==> config.mk <==
export PLATFORM = sky130hd
export DESIGN_NAME = adc_level_stats
export DESIGN_NICKNAME = d
export VERILOG_FILES = /design/src/rtl/adc_stats_pkg.sv /design/src/rtl/adc_thresh_ctr.sv /design/src/rtl/adc_level_stats.sv
export SDC_FILE = /design/constraint.sdc
export NUM_CORES = 1
export LEC_CHECK = 0
export ABC_AREA = 1
export BUFFER_PORTS_ARGS = -buffer_cell sky130_fd_sc_hd__buf_2
export CORE_MARGIN = 2
export CORE_UTILIZATION = 60
export CTS_CLUSTER_SIZE = 16
export DETAILED_ROUTE_END_ITERATION = 10
export PLACE_DENSITY = 0.86
export SLEW_MARGIN = 15
export SYNTH_ARGS = -nofsm -noshare
export SYNTH_HDL_FRONTEND = slang
export SYNTH_HIERARCHICAL = 1
export SYNTH_SLANG_ARGS = --single-unit
==> constraint.sdc <==
create_clock -name adc_clk -period 2.7 [get_ports adc_clk]
set_clock_uncertainty 0.1 [all_clocks]
set_input_delay 0.54 -clock adc_clk [delete_from_list [all_inputs] [get_ports adc_clk]]
set_output_delay 0.54 -clock adc_clk [all_outputs]
set_load 0.01 [all_outputs]
==> src/rtl/adc_stats_pkg.sv <==
// Shared constants for the ADC level statistics engine.
//   ADC_STATS_WIN_LEN / ADC_STATS_OVFL_THR / ADC_STATS_THR0 : register addresses
//   adc_stats_mode_bit() : position of the THR_i mode bit for a given sample width
package adc_stats_pkg;

   localparam logic [3:0] ADC_STATS_WIN_LEN  = 4'd0;
   localparam logic [3:0] ADC_STATS_OVFL_THR = 4'd1;
   localparam logic [3:0] ADC_STATS_THR0     = 4'd2;

   function automatic int adc_stats_mode_bit(input int adc_bits);
      return adc_bits - 1;
   endfunction

endpackage

==> src/rtl/adc_thresh_ctr.sv <==
// One saturating threshold counter with snapshot register.
//   adc_clk, reset : clock, synchronous active-high reset
//   mag, ovfl      : stage-1 sample magnitude and overflow flag
//   thr_cfg        : {mode, level}; mode 0 counts mag >= level, mode 1 counts ovfl
//   clr            : clears the live counter (wins over a counting sample)
//   snap           : copies the live counter (pre-clear value) into snap_cnt
//   snap_cnt       : last captured count
module adc_thresh_ctr
   import adc_stats_pkg::*;
#(
   parameter int ADC_BITS = 14,
   parameter int CNT_BITS = 32
) (
   input  logic                adc_clk,
   input  logic                reset,
   input  logic [ADC_BITS-2:0] mag,
   input  logic                ovfl,
   input  logic [ADC_BITS-1:0] thr_cfg,
   input  logic                clr,
   input  logic                snap,
   output logic [CNT_BITS-1:0] snap_cnt
);

   localparam int MODE_BIT = adc_stats_mode_bit(ADC_BITS);

   logic                hit;
   logic [CNT_BITS-1:0] cnt_d, cnt_q;
   logic [CNT_BITS-1:0] snap_d, snap_q;

   always_comb begin
      hit = thr_cfg[MODE_BIT] ? ovfl : (mag >= thr_cfg[MODE_BIT-1:0]);
      cnt_d = cnt_q;
      if (clr) begin
         cnt_d = '0;
      end else if (hit && (cnt_q != '1)) begin
         cnt_d = cnt_q + 1'b1;
      end
      snap_d = snap ? cnt_q : snap_q;
   end

   always_ff @(posedge adc_clk) begin
      if (reset) begin
         cnt_q  <= '0;
         snap_q <= '0;
      end else begin
         cnt_q  <= cnt_d;
         snap_q <= snap_d;
      end
   end

   assign snap_cnt = snap_q;

endmodule

==> src/rtl/adc_level_stats.sv <==
// ADC statistics engine: programmable overflow window with alarm, per-window
// peak magnitude and N saturating threshold counters with atomic snapshot.
//   adc_clk, reset       : clock, synchronous active-high reset
//   adc_data, adc_ovfl   : signed sample and overflow flag, every cycle
//   cfg_we/addr/data     : register write port (WIN_LEN, OVFL_THR, THR_i)
//   snap_req             : snapshot request; snap_valid pulses one cycle later
//   snap_cnt             : captured counters, counter i at [i*CNT_BITS +: CNT_BITS]
//   peak_last            : peak magnitude of the last completed window
//   win_done, ovfl_alarm : window-end pulse and overflow alarm pulse
module adc_level_stats
   import adc_stats_pkg::*;
#(
   parameter int ADC_BITS = 14,
   parameter int WIN_BITS = 16,
   parameter int N_THRESH = 2,
   parameter int CNT_BITS = 32
) (
   input  logic                         adc_clk,
   input  logic                         reset,
   input  logic [ADC_BITS-1:0]          adc_data,
   input  logic                         adc_ovfl,
   input  logic                         cfg_we,
   input  logic [3:0]                   cfg_addr,
   input  logic [31:0]                  cfg_data,
   input  logic                         snap_req,
   output logic                         snap_valid,
   output logic [N_THRESH*CNT_BITS-1:0] snap_cnt,
   output logic [ADC_BITS-2:0]          peak_last,
   output logic                         ovfl_alarm,
   output logic                         win_done
);

   localparam int MAG_BITS = ADC_BITS - 1;

   logic [MAG_BITS-1:0] mag_d, mag_q;
   logic                ovfl_q;

   logic                win_len_we, ovfl_thr_we;
   logic [N_THRESH-1:0] thr_we;
   logic [WIN_BITS-1:0] win_len_d, win_len_q;
   logic [31:0]         ovfl_thr_d, ovfl_thr_q;
   logic [ADC_BITS-1:0] thr_d [N_THRESH];
   logic [ADC_BITS-1:0] thr_q [N_THRESH];

   logic [WIN_BITS-1:0] win_cnt_d, win_cnt_q;
   logic [WIN_BITS-1:0] ovfl_cnt_d, ovfl_cnt_q, ovfl_incl;
   logic [MAG_BITS-1:0] peak_d, peak_q, peak_incl;
   logic [MAG_BITS-1:0] peak_last_d, peak_last_q;
   logic                win_done_d, win_done_q;
   logic                alarm_d, alarm_q;
   logic                snap_valid_d, snap_valid_q;

   // Most negative code has no positive twin; clamp it to full scale.
   always_comb begin
      if (!adc_data[ADC_BITS-1]) begin
         mag_d = adc_data[MAG_BITS-1:0];
      end else if (adc_data[MAG_BITS-1:0] == '0) begin
         mag_d = '1;
      end else begin
         mag_d = ~adc_data[MAG_BITS-1:0] + 1'b1;
      end
   end

   always_comb begin
      win_len_we  = cfg_we && (cfg_addr == ADC_STATS_WIN_LEN);
      ovfl_thr_we = cfg_we && (cfg_addr == ADC_STATS_OVFL_THR);
      for (int i = 0; i < N_THRESH; i++) begin
         thr_we[i] = cfg_we && (cfg_addr == ADC_STATS_THR0 + 4'(i));
         thr_d[i]  = thr_we[i] ? cfg_data[ADC_BITS-1:0] : thr_q[i];
      end
      win_len_d  = win_len_we  ? cfg_data[WIN_BITS-1:0] : win_len_q;
      ovfl_thr_d = ovfl_thr_we ? cfg_data : ovfl_thr_q;
   end

   // Window timer counts down from WIN_LEN; terminal count 0 is the last
   // sample of the window.
   always_comb begin
      ovfl_incl   = (ovfl_q && (ovfl_cnt_q != '1)) ? ovfl_cnt_q + 1'b1 : ovfl_cnt_q;
      peak_incl   = (mag_q > peak_q) ? mag_q : peak_q;
      win_cnt_d   = win_cnt_q - 1'b1;
      ovfl_cnt_d  = ovfl_incl;
      peak_d      = peak_incl;
      peak_last_d = peak_last_q;
      win_done_d  = 1'b0;
      alarm_d     = 1'b0;
      if (win_len_we) begin
         win_cnt_d  = cfg_data[WIN_BITS-1:0];
         ovfl_cnt_d = '0;
         peak_d     = '0;
      end else if (win_cnt_q == '0) begin
         win_done_d  = 1'b1;
         alarm_d     = 32'(ovfl_incl) >= ovfl_thr_q;
         peak_last_d = peak_incl;
         win_cnt_d   = win_len_q;
         ovfl_cnt_d  = '0;
         peak_d      = '0;
      end
      snap_valid_d = snap_req;
   end

   always_ff @(posedge adc_clk) begin
      if (reset) begin
         mag_q        <= '0;
         ovfl_q       <= 1'b0;
         win_len_q    <= '1;
         ovfl_thr_q   <= 32'd1;
         for (int i = 0; i < N_THRESH; i++) begin
            thr_q[i] <= '0;
         end
         // Timer is preloaded with the reset WIN_LEN so the first window
         // after reset is full length.
         win_cnt_q    <= '1;
         ovfl_cnt_q   <= '0;
         peak_q       <= '0;
         peak_last_q  <= '0;
         win_done_q   <= 1'b0;
         alarm_q      <= 1'b0;
         snap_valid_q <= 1'b0;
      end else begin
         mag_q        <= mag_d;
         ovfl_q       <= adc_ovfl;
         win_len_q    <= win_len_d;
         ovfl_thr_q   <= ovfl_thr_d;
         for (int i = 0; i < N_THRESH; i++) begin
            thr_q[i] <= thr_d[i];
         end
         win_cnt_q    <= win_cnt_d;
         ovfl_cnt_q   <= ovfl_cnt_d;
         peak_q       <= peak_d;
         peak_last_q  <= peak_last_d;
         win_done_q   <= win_done_d;
         alarm_q      <= alarm_d;
         snap_valid_q <= snap_valid_d;
      end
   end

   for (genvar g = 0; g < N_THRESH; g++) begin : g_ctr
      adc_thresh_ctr #(
         .ADC_BITS (ADC_BITS),
         .CNT_BITS (CNT_BITS)
      ) u_ctr (
         .adc_clk  (adc_clk),
         .reset    (reset),
         .mag      (mag_q),
         .ovfl     (ovfl_q),
         .thr_cfg  (thr_q[g]),
         .clr      (thr_we[g]),
         .snap     (snap_req),
         .snap_cnt (snap_cnt[g*CNT_BITS +: CNT_BITS])
      );
   end

   assign snap_valid = snap_valid_q;
   assign peak_last  = peak_last_q;
   assign ovfl_alarm = alarm_q;
   assign win_done   = win_done_q;

endmodule

==> Word-level counts from Yosys, hierarchy flattened <==
Memory sizes are Yosys's and may differ from the RTL's.
Cells that the tools add are included.
{ "word_totals": {"inputBits": 55, "mem_bits_rw": 28, "memories": 1, "out_inout_bits": 80, "reg_bits": 251} }
{ "memory_table": {"columns": ["name", "words", "width", "read_ports", "rd_clocked_by_memory_dff", "write_ports", "line", "rtl"], "rows": [
  ["thr_q", 2, 14, 2, 0, 2, "adc_level_stats.sv:43", "logic [ADC_BITS-1:0] thr_q [N_THRESH];"]
]} }
{ "classes": {"order_cmp": 4, "addsub": 5, "reduce_logical": 16, "bitwise_logic": 5, "eq_ne": 6, "mux": 16} }
{ "ops": {"columns": ["op", "n"], "rows": [
  ["$add 32x1->32 const B", 2],
  ["$ne 32x32->1 const B", 2],
  ["$mux 14", 4],
  ["$mux 16", 3],
  ["$mux 13", 3],
  ["$ge 16x32->1", 1],
  ["$ge 13x13->1", 2],
  ["$add 16x1->16 const B", 1],
  ["$logic_not 16->1", 1],
  ["$ne 16x16->1 const B", 1],
  ["$sub 16x1->16 const B", 1],
  ["$add 13x1->13 const B", 1],
  ["$gt 13x13->1", 1],
  ["$logic_not 13->1", 1],
  ["$not 13->13", 1],
  ["$eq 4x2->1 const B", 2],
  ["$logic_and 1x1->1", 7],
  ["$mux 1", 6],
  ["$reduce_or 2->1", 3],
  ["$reduce_or 3->1", 2],
  ["$eq 4x1->1 const B", 1],
  ["$logic_not 4->1", 1],
  ["$not 1->1", 2],
  ["$or 1x1->1", 2],
  ["$reduce_and 2->1", 1]
]} }

==> Longest topological paths before layout <==
Gate-level depths: netlist of run 1.
{ "logic_depth": {"ltp_word": 4, "ltp_mapped": 20} }

==> Cells and area by module <==
Netlist of run 1, hierarchy kept.
{ "by_module_without_submodules": {"columns": ["module", "instances", "cells_per_inst", "area_per_inst_um2"], "rows": [
  ["adc_thresh_ctr", 2, 561, 3653.5],
  ["adc_level_stats", 1, 977, 7123.1]
]} }

==> Worst setup path before layout of run 1 <==
Ideal clock, no wire load.
{ "synth_timing": {"kind": "register to register", "startpoint": "register ovfl_cnt_q[0]", "endpoint": "register alarm_q, in the netlist ovfl_alarm", "t_arrival_ns": 2.191, "setup_slack_ns": 0.287, "stages_incl_launch_ff": 20, "synth_period_minus_slack_ns": 2.413, "setup_ns": 0.122, "path_cell_list": "dfxtp_1 -> ha_1 -> nand3_1 -> nor3_1 -> nand3_1 -> nand2_1 -> buf_4 -> nor2_1 -> xnor2_1 -> inv_1 -> ha_1 -> nand2_1 -> inv_1 -> nor2_1 -> o21a_1 -> nand2_1 -> nand2_1 -> nand2_1 -> nand2_1 -> a21oi_1"} }
{ "synth_via": {"elab_chain_len": 4, "elab_cells_between_ends": 5} }
{ "synth_lines": {"columns": ["element", "line", "rtl"], "rows": [
  ["from (decl)", "adc_level_stats.sv:46", "logic [WIN_BITS-1:0] ovfl_cnt_d, ovfl_cnt_q, ovfl_incl;"],
  ["from (signal assigned)", "adc_level_stats.sv:128", "ovfl_cnt_q <= ovfl_cnt_d;"],
  ["parallel branches: the longest is 2 deep, another holds $add 16x1->16", null, null],
  ["$mux 16 *", "adc_level_stats.sv:78", "ovfl_incl = (ovfl_q && (ovfl_cnt_q != '1)) ? ovfl_cnt_q + 1'b1 : ovfl_cnt_q;"],
  ["net ovfl_incl[7]", "adc_level_stats.sv:46", null],
  ["$ge 16x32->1 *", "adc_level_stats.sv:92", "alarm_d = 32'(ovfl_incl) >= ovfl_thr_q;"],
  ["to (signal assigned)", "adc_level_stats.sv:132", "alarm_q <= alarm_d;"],
  ["to (decl)", "adc_level_stats.sv:50", "logic alarm_d, alarm_q;"]
]} }
Mark *: on every way through the listed nets, which the timed path passes.
A chain may end at the register's enable or synchronous reset.

==> Worst setup path after layout of run 1 <==
{ "layout_timing": {"startpoint": "register ovfl_cnt_q[0]", "endpoint": "register alarm_q, in the netlist ovfl_alarm"} }
{ "layout_via": {"elab_chain_len": 4, "elab_cells_between_ends": 5} }
{ "layout_lines": {"columns": ["element", "line"], "rows": [
  ["parallel branches: the longest is 2 deep, another holds $add 16x1->16", null],
  ["$mux 16 *", "adc_level_stats.sv:78"],
  ["$ge 16x32->1 *", "adc_level_stats.sv:92"]
]} }
Mark *: on every way between the ends.

==> flow_summary_export.csv, run 1 <==
group,metric,value,unit
finish,drive_gt1_frac,0.120,
die,pin_count,135,
timing,setup_violations,0,
grt,grt-ovfl-total,0,
cts,clk_path_buf_depth,3,
synth,synth_adder_area_share,0.0529,
synth,synthFlopType,"dfxtp_1",
worst_setup_path,timing.critical_path.buf_inv,2,
die,design.die.area,0.0253,sq mm
routing,route.vias.total,13945,
timing,transition_time_at_the_pin_with_the_least_slew_margin,0.813,ns
routing,drt-initial-drc-count,1140,
synth,most_numerous_cell_types_in_the_synthesized_netlist,"nand2_1, nor2_1, dfxtp_1, inv_1, o21ai_0",
cts,cts_tree,"built",
die,floorplan.initialDensity,0.613,
cts,clock-root-buffer,"clkbuf_16",
synth,synth-compound-area-share,0.128,
grt,grt_first_pass_wirelength,60.9,mm
die,core_area,0.0235,sq mm
cts,cts_inserted_buffers,29,
worst_setup_path,critical_path.max_stage_delay,0.35,ns
routing,routed_via_density,5.43,
grt,grt_use_total,0.282,
routing,drt-wirelength-per-cell,14.3,um
synth,area_share_of_the_leading_cell_type_in_the_synthesized_netlist,0.387,
finish,finish.utilization,0.695,
timing,slew-limit-headroom,0.456,
job,max-cap-violations,0,
synth,main_combinational_cell_family_by_area_after_synthesis,"simple AND/OR/NAND/NOR gates",
power_and_ir_drop,power_density,575,mW/mm^2
worst_setup_path,worstSetupPathType,"flop to flop",
timing,timing.final.hold_violations,0,
placed_design,place.port_buffers,134,
finish,layout-area-overhead-vs-synth,13.4,%
synth,synthMuxAreaShare,0,
timing,timing.final.crit_share,0.948,
routing,firstDrtPassIters,5,
synth,yosys.cell_count.top_type,"nand2_1",
synth,synth_simple_gate_area_frac,0.310,
finish,final_nets,2339,
die,die_width,159,um
timing,achievable_freq,0.391,GHz
synth,netlist.top_cell.by_area,"dfxtp_1",
synth,synthesis.yosys.warnings,6,
run_status,outcome,"finished, final reports clean",
grt,initial_antenna_violation_count,6,
placed_design,detailed_place.area,0.0154,sq mm
synth,synthesis.instances,2099,
finish,layout.cells.non_filler,2570,
routing,remaining_drc_errors,0,
synth,ys_seq_area_frac,0.387,
worst_setup_path,cp_data_arrival_time,2.90,ns
routing,postRouteWirelength,36.8,mm
worst_setup_path,worst-endpoint-required,3.04,ns
timing,setup_tns,0,ns
synth,synth_xor_xnor_area_share,0.0249,
synth,synth.top_cells.by_area,"dfxtp_1, nand2_1, nor2_1, inv_1, o21ai_0",
timing,timing.final.max_slew_violations,0,
synth,post_synth_instance_area,0.0144,sq mm
worst_setup_path,critical_path.cell_chain,"ha_4 -> nand3_4 -> nor3_2 -> nand3_1 -> nand2_2 -> buf_6 -> buf_4 -> xor2_1 -> ha_1 -> nand2_1 -> nand3_1 -> nand2_1 -> nand2_1 -> nand2_1 -> nand2_1 -> nand2_1 -> nand2_1 -> nand2_1 -> a21oi_1",
min_path,worstHoldPathType,"input pin to flop",
synth,synth-edff-count,0,
worst_setup_path,critPathLaunchType,"flop",
finish,final_cell_area,0.0164,sq mm
worst_setup_path,critical_path.endpoint_type,"flop",
grt,grt_max_degree,44,
finish,n_fill_cell,1998,
worst_setup_path,worstPathMaxFanout,6,
placed_design,post-place-cells,2507,
worst_setup_path,timing.critical_path.mode_cell,"nand2_1",
grt,first_global_vias,12959,
placed_design,dpl.hpwl,26.5,mm
power_and_ir_drop,max-vdd-ir-drop,523,uV
synth,mappedNetlistNets,2215,
worst_setup_path,timing.critical_path.max_delay_family,"simple AND/OR/NAND/NOR gates",
routing,detail-route-antenna-nets,0,
die,placement_rows,56,
cts,cts_hold_repair.buffers,0,
cts,clk_pin_slew_worst_paths,0.06,ns
cts,clock-sinks,279,
placed_design,globalplace.congestion,0.956,
timing,fin_worst_hold_slack,0.0876,ns
die,floorplan.die.height,159,um
synth,ys_seq_elements,279,
worst_setup_path,critPathSlowestCell,"dfxtp_2",
timing,finalWorstPathRequiredPeriod,2.56,ns
synth,yosysUniqueCellTypes,42,
synth,postSynthAreaPerCell,6.87,sq um
cts,clock_latency,0.57,ns
synth,synth-async-reset-ratio,0,
cts,h-tree-depth,1,
power_and_ir_drop,static-leakage-power,7.36,nW
==> repair_timing <==
action	in CTS	in global routing
gates resized for setup	1	10
endpoints found under the hold margin	0	0
pin swaps	0	2
setup buffers	0	4
setup endpoints to repair	1	1
==> power breakdown <==
part           switching (W)  internal [W]  leakage [nW]
Combinational       0.000781      0.000397          4.63
Clock                0.00169       0.00219         0.450
Sequential          0.000105       0.00426          2.27
==> layout by cell type, fill, tap and decap left out, types with 2 or more instances in the layout <==
cell / count
o21a_1: 17
nand2_2: 5
inv_2: 3
a31oi_1: 5
nand3_2: 2
clkinv_1: 5
buf_12: 2
nor2_1: 320
ha_1: 60
a21oi_2: 8
o21ai_0: 155
nor4_1: 4
a21oi_1: 151
inv_1: 258
a211oi_1: 2
xnor2_1: 6
buf_4: 33
nand3b_1: 5
clkbuf_1: 11
nor3_2: 3
nor2_8: 2
nand3_4: 6
dfxtp_1: 277
clkbuf_8: 3
nor2_2: 6
clkbuf_16: 29
o211ai_1: 7
nor3_1: 25
xor2_1: 35
nand2_4: 4
nand3_1: 107
diode_2: 5
or2_2: 3
nand2_1: 468
nand4_1: 56
clkinv_2: 6
buf_2: 134
nor2_4: 8
==> flip-flops by register name (all words and copies together) (netlist names), 13 cells and up <==
name / flops
ovfl_thr_q: 32
g_ctr.u_ctr/cnt_q: 64
peak_q: 13
win_cnt_q: 16
g_ctr.u_ctr/snap_cnt: 64
thr_q: 28
mag_q: 13
peak_last: 13
win_len_q: 16
ovfl_cnt_q: 16
==> cells by family after synthesis <==
family,count (synthesis)
AOI/OAI and AO/OA,347
and+or+nand+nor,1027
xor gates and xnor gates,41
adders and majority gates,61
buffers and inverters,344
DFF,279
==> area by class of cell <==
cell class	count	area [sq um]	area share
inverters	267	1000	0.0614
multi-input cells	1476	7480	0.457
repair buffers	170	970	0.0592
clock inverters	11	108	0.00657
flip-flops and latches	279	5590	0.342
diodes	5	12.5	0.000764
well taps	319	399	0.0244
clock buffers	43	808	0.0494
==> final timing paths <==
check                start        endpoint  slack, ns  cells after the start
max          ovfl_cnt_q[0]      ovfl_alarm       0.14                     19
min           cfg_data[25]  ovfl_thr_q[25]       0.09                      3
max reg2reg  ovfl_cnt_q[0]      ovfl_alarm       0.14                     19
min reg2reg   win_len_q[3]    win_len_q[3]       0.36                      2
==> through the flow <==
step | total power, W | worst slack [ns]
finish | 0.00942 | 0.142
CTS | 0.00945 | 0.0475
detailed placement | 0.00560 | 0.0659
global placement | 0.00555 | 0.129
global route | 0.00981 | -0.0154
floorplan | 0.00527 | 0.287
==> worst reg2reg max path: stages, from the launching register on <==
cell,delay (ns)
dfxtp_2,0.35
ha_4,0.16
nand3_4,0.09
nor3_2,0.11
nand3_1,0.10
nand2_2,0.14
buf_6,0.14
buf_4,0.10
xor2_1,0.23
ha_1,0.29
nand2_1,0.08
nand3_1,0.08
nand2_1,0.06
nand2_1,0.05
nand2_1,0.06
nand2_1,0.07
nand2_1,0.06
nand2_1,0.05
nand2_1,0.07
a21oi_1,0.05
==> routing by layer <==
| metal | wire length (um) | up-vias | track usage |
|---|---|---|---|
| met4 | 1040 | 2 | 0.0926 |
| met1 | 16200 | 6427 | 0.371 |
| met3 | 2360 | 88 | 0.0425 |
| met5 | 13 | - | 0 |
| met2 | 17100 | 433 | 0.478 |
| li1 | - | 6995 | - |
No activity file was read; power rests on OpenSTA's default activity.
==> inputs of run 2 (changes only) <==
Settings changed: ABC_AREA 1 to not set, BUFFER_PORTS_ARGS -buffer_cell sky130_fd_sc_hd__buf_2 to not set, DONT_BUFFER_PORTS set to 1, PLACE_DENSITY 0.86 to 0.81.
==> flow_summary_export.csv, run 2 <==
group,metric,value,unit
grt,initial_antenna_violation_count,1,
synth,synthesis.instances,1526,
finish,layout_commonest_cell,"dfxtp_1",
run_status,failed_checks,"negative setup slack",
synth,postSynthAreaPerCell,8.45,sq um
finish,final_nets,1744,
worst_setup_path,critical_path.endpoint,"ovfl_alarm",
worst_setup_path,ff2ff_path_depth,11,
die,floorplan.initialDensity,0.613,
run_status,outcome,"finished with violations",
grt,grt_use_total,0.281,
grt,first_global_vias,10842,
synth,ys_seq_elements,279,
worst_setup_path,crit_start,"ovfl_cnt_q[5]",
synth,yosys.cell_count.top_type,"dfxtp_1",
synth,most_numerous_cell_types_in_the_synthesized_netlist,"dfxtp_1, nand2_1, a21oi_1, nor2_1, mux2i_1",
synth,synth-async-reset-ratio,0,
cts,cts_tree,"built",
placed_design,place.port_buffers,0,
power_and_ir_drop,power_density,587,mW/mm^2
die,floorplan.die.height,151,um
finish,final_cell_area,0.0154,sq mm
timing,transition_time_at_the_pin_with_the_least_slew_margin,0.852,ns
worst_setup_path,critPathLaunchType,"flop",
cts,clock-sinks,279,
cts,h-tree-depth,1,
timing,timing.final.crit_share,1.04,
routing,firstDrtPassIters,5,
cts,clock_latency,0.55,ns
routing,remaining_drc_errors,0,
worst_setup_path,worstPathMaxFanout,2,
timing,slew-limit-headroom,0.430,
worst_setup_path,critical_path.endpoint_type,"flop",
placed_design,globalplace.congestion,0.860,
synth,synthesis.yosys.warnings,6,
routing,drt-initial-drc-count,610,
synth,area_share_of_the_leading_cell_type_in_the_synthesized_netlist,0.433,
synth,ys_seq_area_frac,0.433,
synth,post_synth_instance_area,0.0129,sq mm
cts,clock-root-buffer,"clkbuf_16",
finish,most_frequent_cells_in_the_layout,"dfxtp_1, nand2_1, a21oi_1, nor2_1, dlygate4sd3_1",
cts,cts_inserted_buffers,29,
timing,setup_violations,1,
timing,rsz0062_at_grt,"yes",
synth,yosysUniqueCellTypes,60,
timing,timing.final.hold_violations,0,
routing,postRouteWirelength,32.6,mm
power_and_ir_drop,static-leakage-power,6.27,nW
grt,grt_first_pass_wirelength,52.1,mm
worst_setup_path,cp_data_arrival_time,3.14,ns
min_path,worstHoldPathType,"input pin to flop",
cts,clk_pin_slew_worst_paths,0.06,ns
die,placement_rows,53,
timing,timing.final.max_slew_violations,0,
synth,synth.top_cells.by_area,"dfxtp_1, nand2_1, a21oi_1, mux2i_1, ha_1",
die,pin_count,135,
placed_design,dpl.hpwl,19.8,mm
timing,final.setup.worst_slack,-0.0977,ns
finish,antenna-diode-count,0,
worst_setup_path,worstSetupPathType,"flop to flop",
synth,synth-edff-count,0,
timing,achievable_freq,0.357,GHz
grt,grt_max_degree,121,
routing,routed_via_density,5.92,
worst_setup_path,destination_of_the_worst_register_to_register_timing_path,"ovfl_alarm",
worst_setup_path,reg2reg_from,"ovfl_cnt_q[5]",
synth,synthFlopType,"dfxtp_1",
worst_setup_path,rrSetupSlack,-0.1,ns
routing,detail-route-antenna-nets,0,
power_and_ir_drop,max-vdd-ir-drop,551,uV
die,design.die.area,0.0227,sq mm
die,die_width,151,um
die,core_area,0.0210,sq mm
worst_setup_path,worst-endpoint-required,3.04,ns
synth,netlist.top_cell.by_area,"dfxtp_1",
routing,drt-wirelength-per-cell,17.0,um
grt,grt-ovfl-total,0,
routing,route.vias.total,11362,
placed_design,dpl_worst_slack,-0.113,ns
timing,finalWorstPathRequiredPeriod,2.80,ns
placed_design,detailed_place.area,0.0132,sq mm
cts,clk_path_buf_depth,3,
job,max-cap-violations,0,
synth,mappedNetlistNets,1642,
finish,drive_gt1_frac,0.0857,
finish,layout-area-overhead-vs-synth,19.5,%
-- run 2: cell count changes after synthesis, moves of 68 or more --
| cell | previous run | this run |
|---|---|---|
| nand2_1 | 469 | 228 |
| inv_1 | 259 | 66 |
| nor2_1 | 321 | 130 |
| o21ai_0 | 155 | 67 |
| mux2i_1 | 0 | 78 |
| nand3_1 | 108 | 40 |
-- run 2: cell families after synthesis --
kind of cell | after synthesis | share of synthesized area
mux | 79 | 0.0615
buf+inv | 147 | 0.0451
xor+xnor | 30 | 0.0204
flops | 279 | 0.433
simple gates | 619 | 0.242
compound gates | 311 | 0.139
fa+ha+maj | 61 | 0.0592
-- run 2: worst min-delay path by stage --
stage | start | endpoint | depth (start not counted) | slack [ns]
floorplan | win_len_q[10] | win_len_q[10] | 2 | 0.32
global placement | win_len_q[6] | win_len_q[6] | 2 | 0.33
detailed placement | win_len_q[12] | win_len_q[12] | 2 | 0.33
CTS | reset | win_len_q[7] | 2 | 0.0006
global route | reset | win_cnt_q[1] | 2 | 0.005
finish | reset | win_len_q[1] | 2 | 0.01
-- run 2: what timing repair did --
item | CTS | global route
endpoints found under the setup margin | 1 | 2
resized for setup | 7 | 24
pin swaps | 1 | 9
setup buffers | 0 | 5
hold endpoints to repair | 157 | 0
hold buffers | 106 | 0
-- run 2: area by class of cell --
class,count,area [sq um]
Inverter,66,248
Clock buffer,35,768
Tap cell,275,344
Fill cell,1460,5630
Timing Repair Buffer,152,1450
Multi-Input combinational cell,1100,6830
Clock inverter,13,160
Sequential cell,279,5590
-- run 2: critical path: stages, from the launching register on --
cell,delay [ns]
dfxtp_2,0.32
and4_4,0.23
and4_4,0.25
nand3_4,0.09
nand2_4,0.08
mux2_4,0.33
ha_4,0.27
a21o_1,0.16
a211oi_2,0.08
o311ai_1,0.29
nand2_1,0.12
a2111oi_2,0.38
-- run 2: through the flow --
step	power, W	hold slack (ns)	utilization	setup TNS (ns)	instances
6_report	0.00903	0.0122	0.732	-0.0977	1920
5_1_grt	0.00935	0.00510	0.732	-0.192	1920
4_1_cts	0.00903	0.000595	0.726	0	1915
3_5_place_dp	0.00506	0.330	0.630	-0.113	1761
3_3_place_gp	0.00503	0.326	0.630	0	1761
2_1_floorplan	0.00493	0.318	-	0	1526
-- run 2: where the power goes --
part           internal, W  switching [W]  total, W
clock network      0.00230        0.00166   0.00396
registers          0.00420      0.0000897   0.00429
logic             0.000337       0.000450  0.000787
-- run 2: metal layers --
| metal | global-route usage | share of wire |
|---|---|---|
| met2 | 0.484 | 0.48 |
| met3 | 0.0706 | 0.080 |
| met1 | 0.341 | 0.41 |
| met5 | 0 | 0 |
| met4 | 0.0948 | 0.029 |
